[src/rtl/mem_stage.sv]
// MEM pipeline stage: EX->MEM register, SRAM load-data capture/extension,
// valid/ready handoff into WB and a forwarding view for ID.
module mem_stage #(
   parameter int unsigned DATA_W = 32,
   parameter int unsigned RF_AW  = 5
) (
   input  logic              clk,
   input  logic              rst,
   input  logic              ex_valid,
   output logic              ex_ready,
   input  logic [DATA_W-1:0] ex_pc,
   input  logic [DATA_W-1:0] ex_alu_result,
   input  logic              ex_res_from_mem,
   input  logic [2:0]        ex_ld_op,
   input  logic              ex_gr_we,
   input  logic [RF_AW-1:0]  ex_dest,
   input  logic [DATA_W-1:0] data_sram_rdata,
   output logic              wb_valid,
   input  logic              wb_ready,
   output logic [DATA_W-1:0] wb_pc,
   output logic [DATA_W-1:0] wb_alu_result,
   output logic [DATA_W-1:0] wb_rdata,
   output logic              wb_res_from_mem,
   output logic              wb_gr_we,
   output logic [RF_AW-1:0]  wb_dest,
   output logic              fwd_we,
   output logic [RF_AW-1:0]  fwd_dest,
   output logic [DATA_W-1:0] fwd_data
);

   localparam logic [2:0] LD_W  = 3'b000;
   localparam logic [2:0] LD_B  = 3'b001;
   localparam logic [2:0] LD_H  = 3'b010;
   localparam logic [2:0] LD_BU = 3'b011;
   localparam logic [2:0] LD_HU = 3'b100;

   logic              valid_r;
   logic              first_r;
   logic              hold_vld;
   logic [DATA_W-1:0] hold_r;
   logic [DATA_W-1:0] pc_r;
   logic [DATA_W-1:0] alu_result_r;
   logic              res_from_mem_r;
   logic [2:0]        ld_op_r;
   logic              gr_we_r;
   logic [RF_AW-1:0]  dest_r;

   logic [DATA_W-1:0] raw;
   logic [7:0]        byte_sel;
   logic [15:0]       half_sel;
   logic [DATA_W-1:0] ext_data;

   // Stage can take new work when empty or when WB drains it this cycle.
   assign ex_ready = ~valid_r | wb_ready;

   // Pipeline register plus first-cycle SRAM data hold across WB stalls.
   always_ff @(posedge clk) begin
      if (rst) begin
         valid_r        <= 1'b0;
         first_r        <= 1'b0;
         hold_vld       <= 1'b0;
         hold_r         <= '0;
         pc_r           <= '0;
         alu_result_r   <= '0;
         res_from_mem_r <= 1'b0;
         ld_op_r        <= 3'b000;
         gr_we_r        <= 1'b0;
         dest_r         <= '0;
      end else if (ex_ready) begin
         valid_r  <= ex_valid;
         first_r  <= ex_valid;
         hold_vld <= 1'b0;
         if (ex_valid) begin
            pc_r           <= ex_pc;
            alu_result_r   <= ex_alu_result;
            res_from_mem_r <= ex_res_from_mem;
            ld_op_r        <= ex_ld_op;
            gr_we_r        <= ex_gr_we;
            dest_r         <= ex_dest;
         end
      end else begin
         // Stalled: SRAM data is only valid in the first cycle, so latch it.
         first_r <= 1'b0;
         if (first_r && res_from_mem_r) begin
            hold_r   <= data_sram_rdata;
            hold_vld <= 1'b1;
         end
      end
   end

   assign raw = hold_vld ? hold_r : data_sram_rdata;

   // Byte/half select by address and sign/zero extension of load data.
   always_comb begin
      byte_sel = raw[7:0];
      half_sel = raw[15:0];
      ext_data = raw;
      case (alu_result_r[1:0])
         2'd1:    byte_sel = raw[15:8];
         2'd2:    byte_sel = raw[23:16];
         2'd3:    byte_sel = raw[31:24];
         default: byte_sel = raw[7:0];
      endcase
      if (alu_result_r[1]) begin
         half_sel = raw[31:16];
      end
      case (ld_op_r)
         LD_B:    ext_data = {{(DATA_W-8){byte_sel[7]}}, byte_sel};
         LD_BU:   ext_data = {{(DATA_W-8){1'b0}}, byte_sel};
         LD_H:    ext_data = {{(DATA_W-16){half_sel[15]}}, half_sel};
         LD_HU:   ext_data = {{(DATA_W-16){1'b0}}, half_sel};
         LD_W:    ext_data = raw;
         default: ext_data = raw;
      endcase
   end

   // Payload to WB.
   assign wb_valid        = valid_r;
   assign wb_pc           = pc_r;
   assign wb_alu_result   = alu_result_r;
   assign wb_rdata        = res_from_mem_r ? ext_data : '0;
   assign wb_res_from_mem = res_from_mem_r;
   assign wb_gr_we        = gr_we_r;
   assign wb_dest         = dest_r;

   // Forwarding view of the in-flight instruction.
   assign fwd_we   = valid_r & gr_we_r & (dest_r != '0);
   assign fwd_dest = dest_r;
   assign fwd_data = res_from_mem_r ? wb_rdata : alu_result_r;

endmodule

[config.mk]
export PLATFORM = sky130hd
export DESIGN_NAME = mem_stage
export DESIGN_NICKNAME = d
export VERILOG_FILES = /design/src/rtl/mem_stage.sv
export SDC_FILE = /design/constraint.sdc
export NUM_CORES = 1
export LEC_CHECK = 0
export ABC_AREA = 1
export CAP_MARGIN = 20
export CORE_ASPECT_RATIO = 0.75
export CORE_UTILIZATION = 43
export DETAILED_ROUTE_END_ITERATION = 10
export PLACE_DENSITY_LB_ADDON = 0.15
export SLEW_MARGIN = 20
export SYNTH_ARGS = -nofsm -noshare
export SYNTH_HDL_FRONTEND = slang
export SYNTH_SLANG_ARGS = --single-unit
export TNS_END_PERCENT = 30
[constraint.sdc]
create_clock -name clk -period 2.2 [get_ports clk]
set_input_delay 0.44 -clock clk [delete_from_list [all_inputs] [get_ports clk]]
set_output_delay 0.44 -clock clk [all_outputs]
set_load 0.1 [all_outputs]
### Word-level counts from Yosys, hierarchy flattened

Cells that the tools add are included.

* equal/unequal tests: 7
* mux-type cells: 6
* bitwise operators: 5
* reductions and logical operators: 6

Operators with widths (count)
* 32-bit case mux with 4 select lines: 1
* 32-bit 2-to-1 mux: 3
* 8-bit case mux with 3 select lines: 1
* 16-bit 2-to-1 mux: 1
* 3-bit by 2-bit equality test with 1-bit output (second input constant): 2
* 5-bit nonzero test: 1
* 2-bit equality test (second input constant): 2
* 2-bit AND reduction: 2
* 2-bit OR reduction: 2
* 3-bit by 1-bit equality test with 1-bit output (second input constant): 1
* 3-bit equality test (second input constant): 1
* 1-bit bitwise AND: 2
* 2-bit by 1-bit equality test with 1-bit output (second input constant): 1
* 1-bit NOT: 2
* 1-bit logical AND: 1
* 1-bit OR: 1

* bits in registers: 109
* bits of input ports: 110
* output and inout port bits: 143
* logic and storage cells: 34

### Longest topological paths before layout

* word-level depth: 5
* gate-level depth with buffers: 14

### Least setup slack after synthesis

Ideal clock, no wire load.

* path type: register to output
* from: register alu_result_r[1], in the netlist wb_alu_result[1]
* to: output port fwd_data[23]
* arrival time: 2.635 ns
* data required time: 1.760 ns
* slack: -0.875 ns
* cell stages (with the launch flop): 13
* buffers on the path: 2
* cell sequence: dfxtp_1 buf_6 inv_4 nor2_4 nand2_1 nand2_1 inv_2 nand2_2 nand3_4 buf_6 nand3_2 nand2_2 nand2_1

* cells in the longest elaborated chain, start to end: 5
* elaborated cells between the ends (all ways): 8

Ends and longest elaborated chain
* from (decl): line 42 `logic [DATA_W-1:0] alu_result_r;`
* from (signal assigned): line 75 `alu_result_r <= ex_alu_result;`
* 2-bit equality test or 2-bit by 1-bit equality test with 1-bit output (tied branches): line 98 `case (alu_result_r[1:0])`
* 8-bit case mux with 3 select lines: line 98
* 32-bit case mux with 4 select lines (*): line 107 `case (ld_op_r)`
* 32-bit 2-to-1 mux (*): line 121 `assign wb_rdata = res_from_mem_r ? ext_data : '0;`
* 32-bit 2-to-1 mux (*): line 129 `assign fwd_data = res_from_mem_r ? wb_rdata : alu_result_r;`
* to (decl): line 28 `output logic [DATA_W-1:0] fwd_data`

Mark *: on every way between the ends. The rest lies on a longest branch, timed or not.

### Worst setup path after layout

* from: register hold_vld
* to: output port wb_rdata[22]

* cells in the longest elaborated chain, start to end: 4
* elaborated cells between the ends (all ways): 5

Ends and longest elaborated chain
* from (decl): line 39 `logic hold_vld;`
* from (signal assigned): line 61 `hold_vld <= 1'b0;`
* from (signal assigned): line 72 `hold_vld <= 1'b0;`
* from (signal assigned): line 86 `hold_vld <= 1'b1;`
* 32-bit 2-to-1 mux (*): line 91 `assign raw = hold_vld ? hold_r : data_sram_rdata;`
* 8-bit case mux with 3 select lines or 16-bit 2-to-1 mux (tied branches): line 98, 104
* 32-bit case mux with 4 select lines (*): line 107
* 32-bit 2-to-1 mux (*): line 121
* to (decl): line 22 `output logic [DATA_W-1:0] wb_rdata,`

Marked as above.

==> metrics <==
Cell Chain, Critical Path=buf_12 -> nand2_1 -> nand2_2 -> a21oi_4 -> nand2_4 -> nand3_4 -> buf_8 -> nand3_4 -> nand2_4 -> clkinvlp_4 -> buf_12; maxcap violations=0; TNS Setup=-16.54 ns; WL/cell=15.3 um; CTS sink cnt=between 100 and 150; clock skew=about 0.017 ns; Net Count, Synth=~1,000; TritonRoute pass-1 iters=5; pre-CTS setup slack=-0.465 ns; post-synthesis sequential area ratio=between 30% and 40%; die outline height=between 100 and 150 um; clk_lat worst skew=0.36 ns; Syn. warnings=0; failing checks=negative setup slack; arrival time of the worst setup path=approximately 2.1 ns; GPL Wtd Cong=roughly 0.94; RSZ-0062 raised after global routing=yes; CTS tree=yes; diode count=0; Tot GR Track Use=30.3%; port bufs=~250; WL final=around 21,000 um; Worst slew margin=74.1%; final setup vio count=64; vias=7,041; design area=about 0.010 mm^2; Worst setup SP type=flop; final hold violations=0; row count=36; CORE AREA=approximately 0.013 mm^2; first-pass GRT wire length=32,700 um; worst hold path type=in -> reg; pin count of the biggest net entering global routing=70; initial antenna violation count=0; cts bufs inserted=9; Mapped Area=~0.0058 mm^2; setup ws final=-0.347 ns; Synth area leader=dfxtp_1; Leakage Power=5.03 nW; library cells used by synthesis=27; layout cells sized above 1=about a third; Die W=roughly 140 um; HPWL after DPL=approximately 15,000 um; fin crit share=116%; gr ovfl total=0; crit-path max FO=7; Fill cells=906; FMAX=between 0.3 and 0.4 GHz; antenna-violating nets left=0; FF+latch count, synth=approximately 110; commonest non-fill, non-tap cell in the layout=nor2_1; drt initial violations=491; Starting Density=around 44%; status=finished with violations; Critical path buffers and inverters=4; Post-Layout Cell Count=between 1,000 and 1,500; H-tree lvl count=3; Synth Instances=between 900 and 1,000; die area=roughly 0.014 mm^2; Largest delay share family, worst path=simple AND/OR/NAND/NOR gates; slowest CP cell=dfxtp_4; crit end category=output pin; CTS clk-pin slew, worst paths=approximately 0.08 ns; Crit path largest cell delay=about 0.37 ns; Final #Nets=approximately 1,300; Synth top area share=between 30% and 40%; root buf cell=clkbuf_16; Max VDD drop=554 uV; Least-Margin Pin Slew=0.386 ns; vias per inst=5.07; vias in the first global route=approximately 6,400; Layout Area Growth over Synthesis=81.1%; min cycle time layout=2.55 ns; drt drc=0; most frequent cells in the layout=nor2_1 (203), nand2_1 (200), buf_4 (131); Area contributors post-synth=dfxtp_1 (38%), nand2_1 (18%), nor2_1 (13%); Avg Synthesized Cell Area=6.17 um^2; PD cells=about 750 mW/mm^2; instance area at placement=0.00982 mm^2; max-slew violation count=0; Setup CP Type=reg -> out; Clock Path Buffers=2; io pins=about 250; placed instance count=between 1,000 and 1,500; required time worst endpoint=1.76 ns; total power=just under 0.008 W
## power breakdown
part,total (W),switching [W],internal (W)
Clock,0.00182,0.000836,0.000982
Sequential,0.00218,0.0000898,0.00209
Combinational,0.00390,0.00267,0.00123
Total,0.00789,0.00359,0.00430
## metal layers
metal	up-vias	global-route usage [%]	wire length, um
met5	-	0	0
li1	3449	-	-
met1	3234	38.1	8390
met3	34	8.04	2060
met4	0	9.06	390
met2	324	51.0	10500
## synthesized netlist by cell type
cell type and n:
nand3_1 32, a21oi_1 17, or2_0 2, or2_1 1, dfxtp_1 109, o21ai_1 5
nand3_4 1, o211ai_1 2, o21ai_0 122, nand2_2 6, nor2_4 4, clkbuf_1 33
buf_4 5, buf_6 8, inv_4 2, nor3_1 2, nor2_1 203, buf_1 1
inv_2 16, nor2_2 2, inv_1 55, nand4_2 1, nand3_2 11, buf_2 15
nand2_1 278, and2_1 2, o21ai_2 1
## worst reg2reg max path: stages, from the launching register on
cell     delay, ns
dfxtp_2       0.36
inv_2         0.05
nor2_4        0.14
nor2_4        0.06
inv_2         0.29
buf_12        0.25
nor2_1        0.08
nor2_1        0.11
## what timing repair did
action,in CTS,in global routing
hold buffers,0,0
cloned,3,0
pin swaps,15,10
gates resized for setup,53,31
endpoints found under the setup margin,64,64
buffers inserted,5,1
## cells by family after synthesis
family | count (synthesis) | synth area share, %
and+or+nand+nor | 545 | 38.8
DFF | 109 | 37.8
AOI/OAI and AO/OA | 147 | 12.9
buffers and inverters | 135 | 10.5
## registers in the layout (all words and copies together), names as in the netlist
register	flops
hold_vld	1
wb_alu_result	32
wb_res_from_mem	1
wb_valid	1
wb_gr_we	1
ld_op_r	3
wb_pc	32
hold_r	32
fwd_dest	5
first_r	1
## area by class of cell
type | count | area [um^2] | area share (%)
timing repair buffer | 325 | 3740 | 35.7
tap | 171 | 214 | 2.04
inverter | 73 | 343 | 3.28
clock buffer | 10 | 250 | 2.39
clock inverter | 6 | 83.8 | 0.801
sequential | 109 | 2200 | 21.0
multi-input combinational | 694 | 3630 | 34.7
## per-stage QoR
stage | util (%) | hold WS [ns]
6_report | 80.1 | 0.461
5_1_grt | 80.1 | 0.477
4_1_cts | 79.4 | 0.457
3_5_place_dp | 75.2 | 0.496
3_3_place_gp | 75.2 | 0.485
2_1_floorplan | - | 0.477
## path summary, 6_finish.rpt
check	startpoint	endpoint	slack, ns	depth (start not counted)
hold reg to reg	ld_op_r[1]	ld_op_r[1]	0.50	2
setup reg to reg	wb_valid	wb_alu_result[21]	0.80	7
hold / removal	data_sram_rdata[31]	hold_r[31]	0.46	3
setup / recovery	hold_vld	wb_rdata[22]	-0.35	11
(Power assumes the default switching activity.)
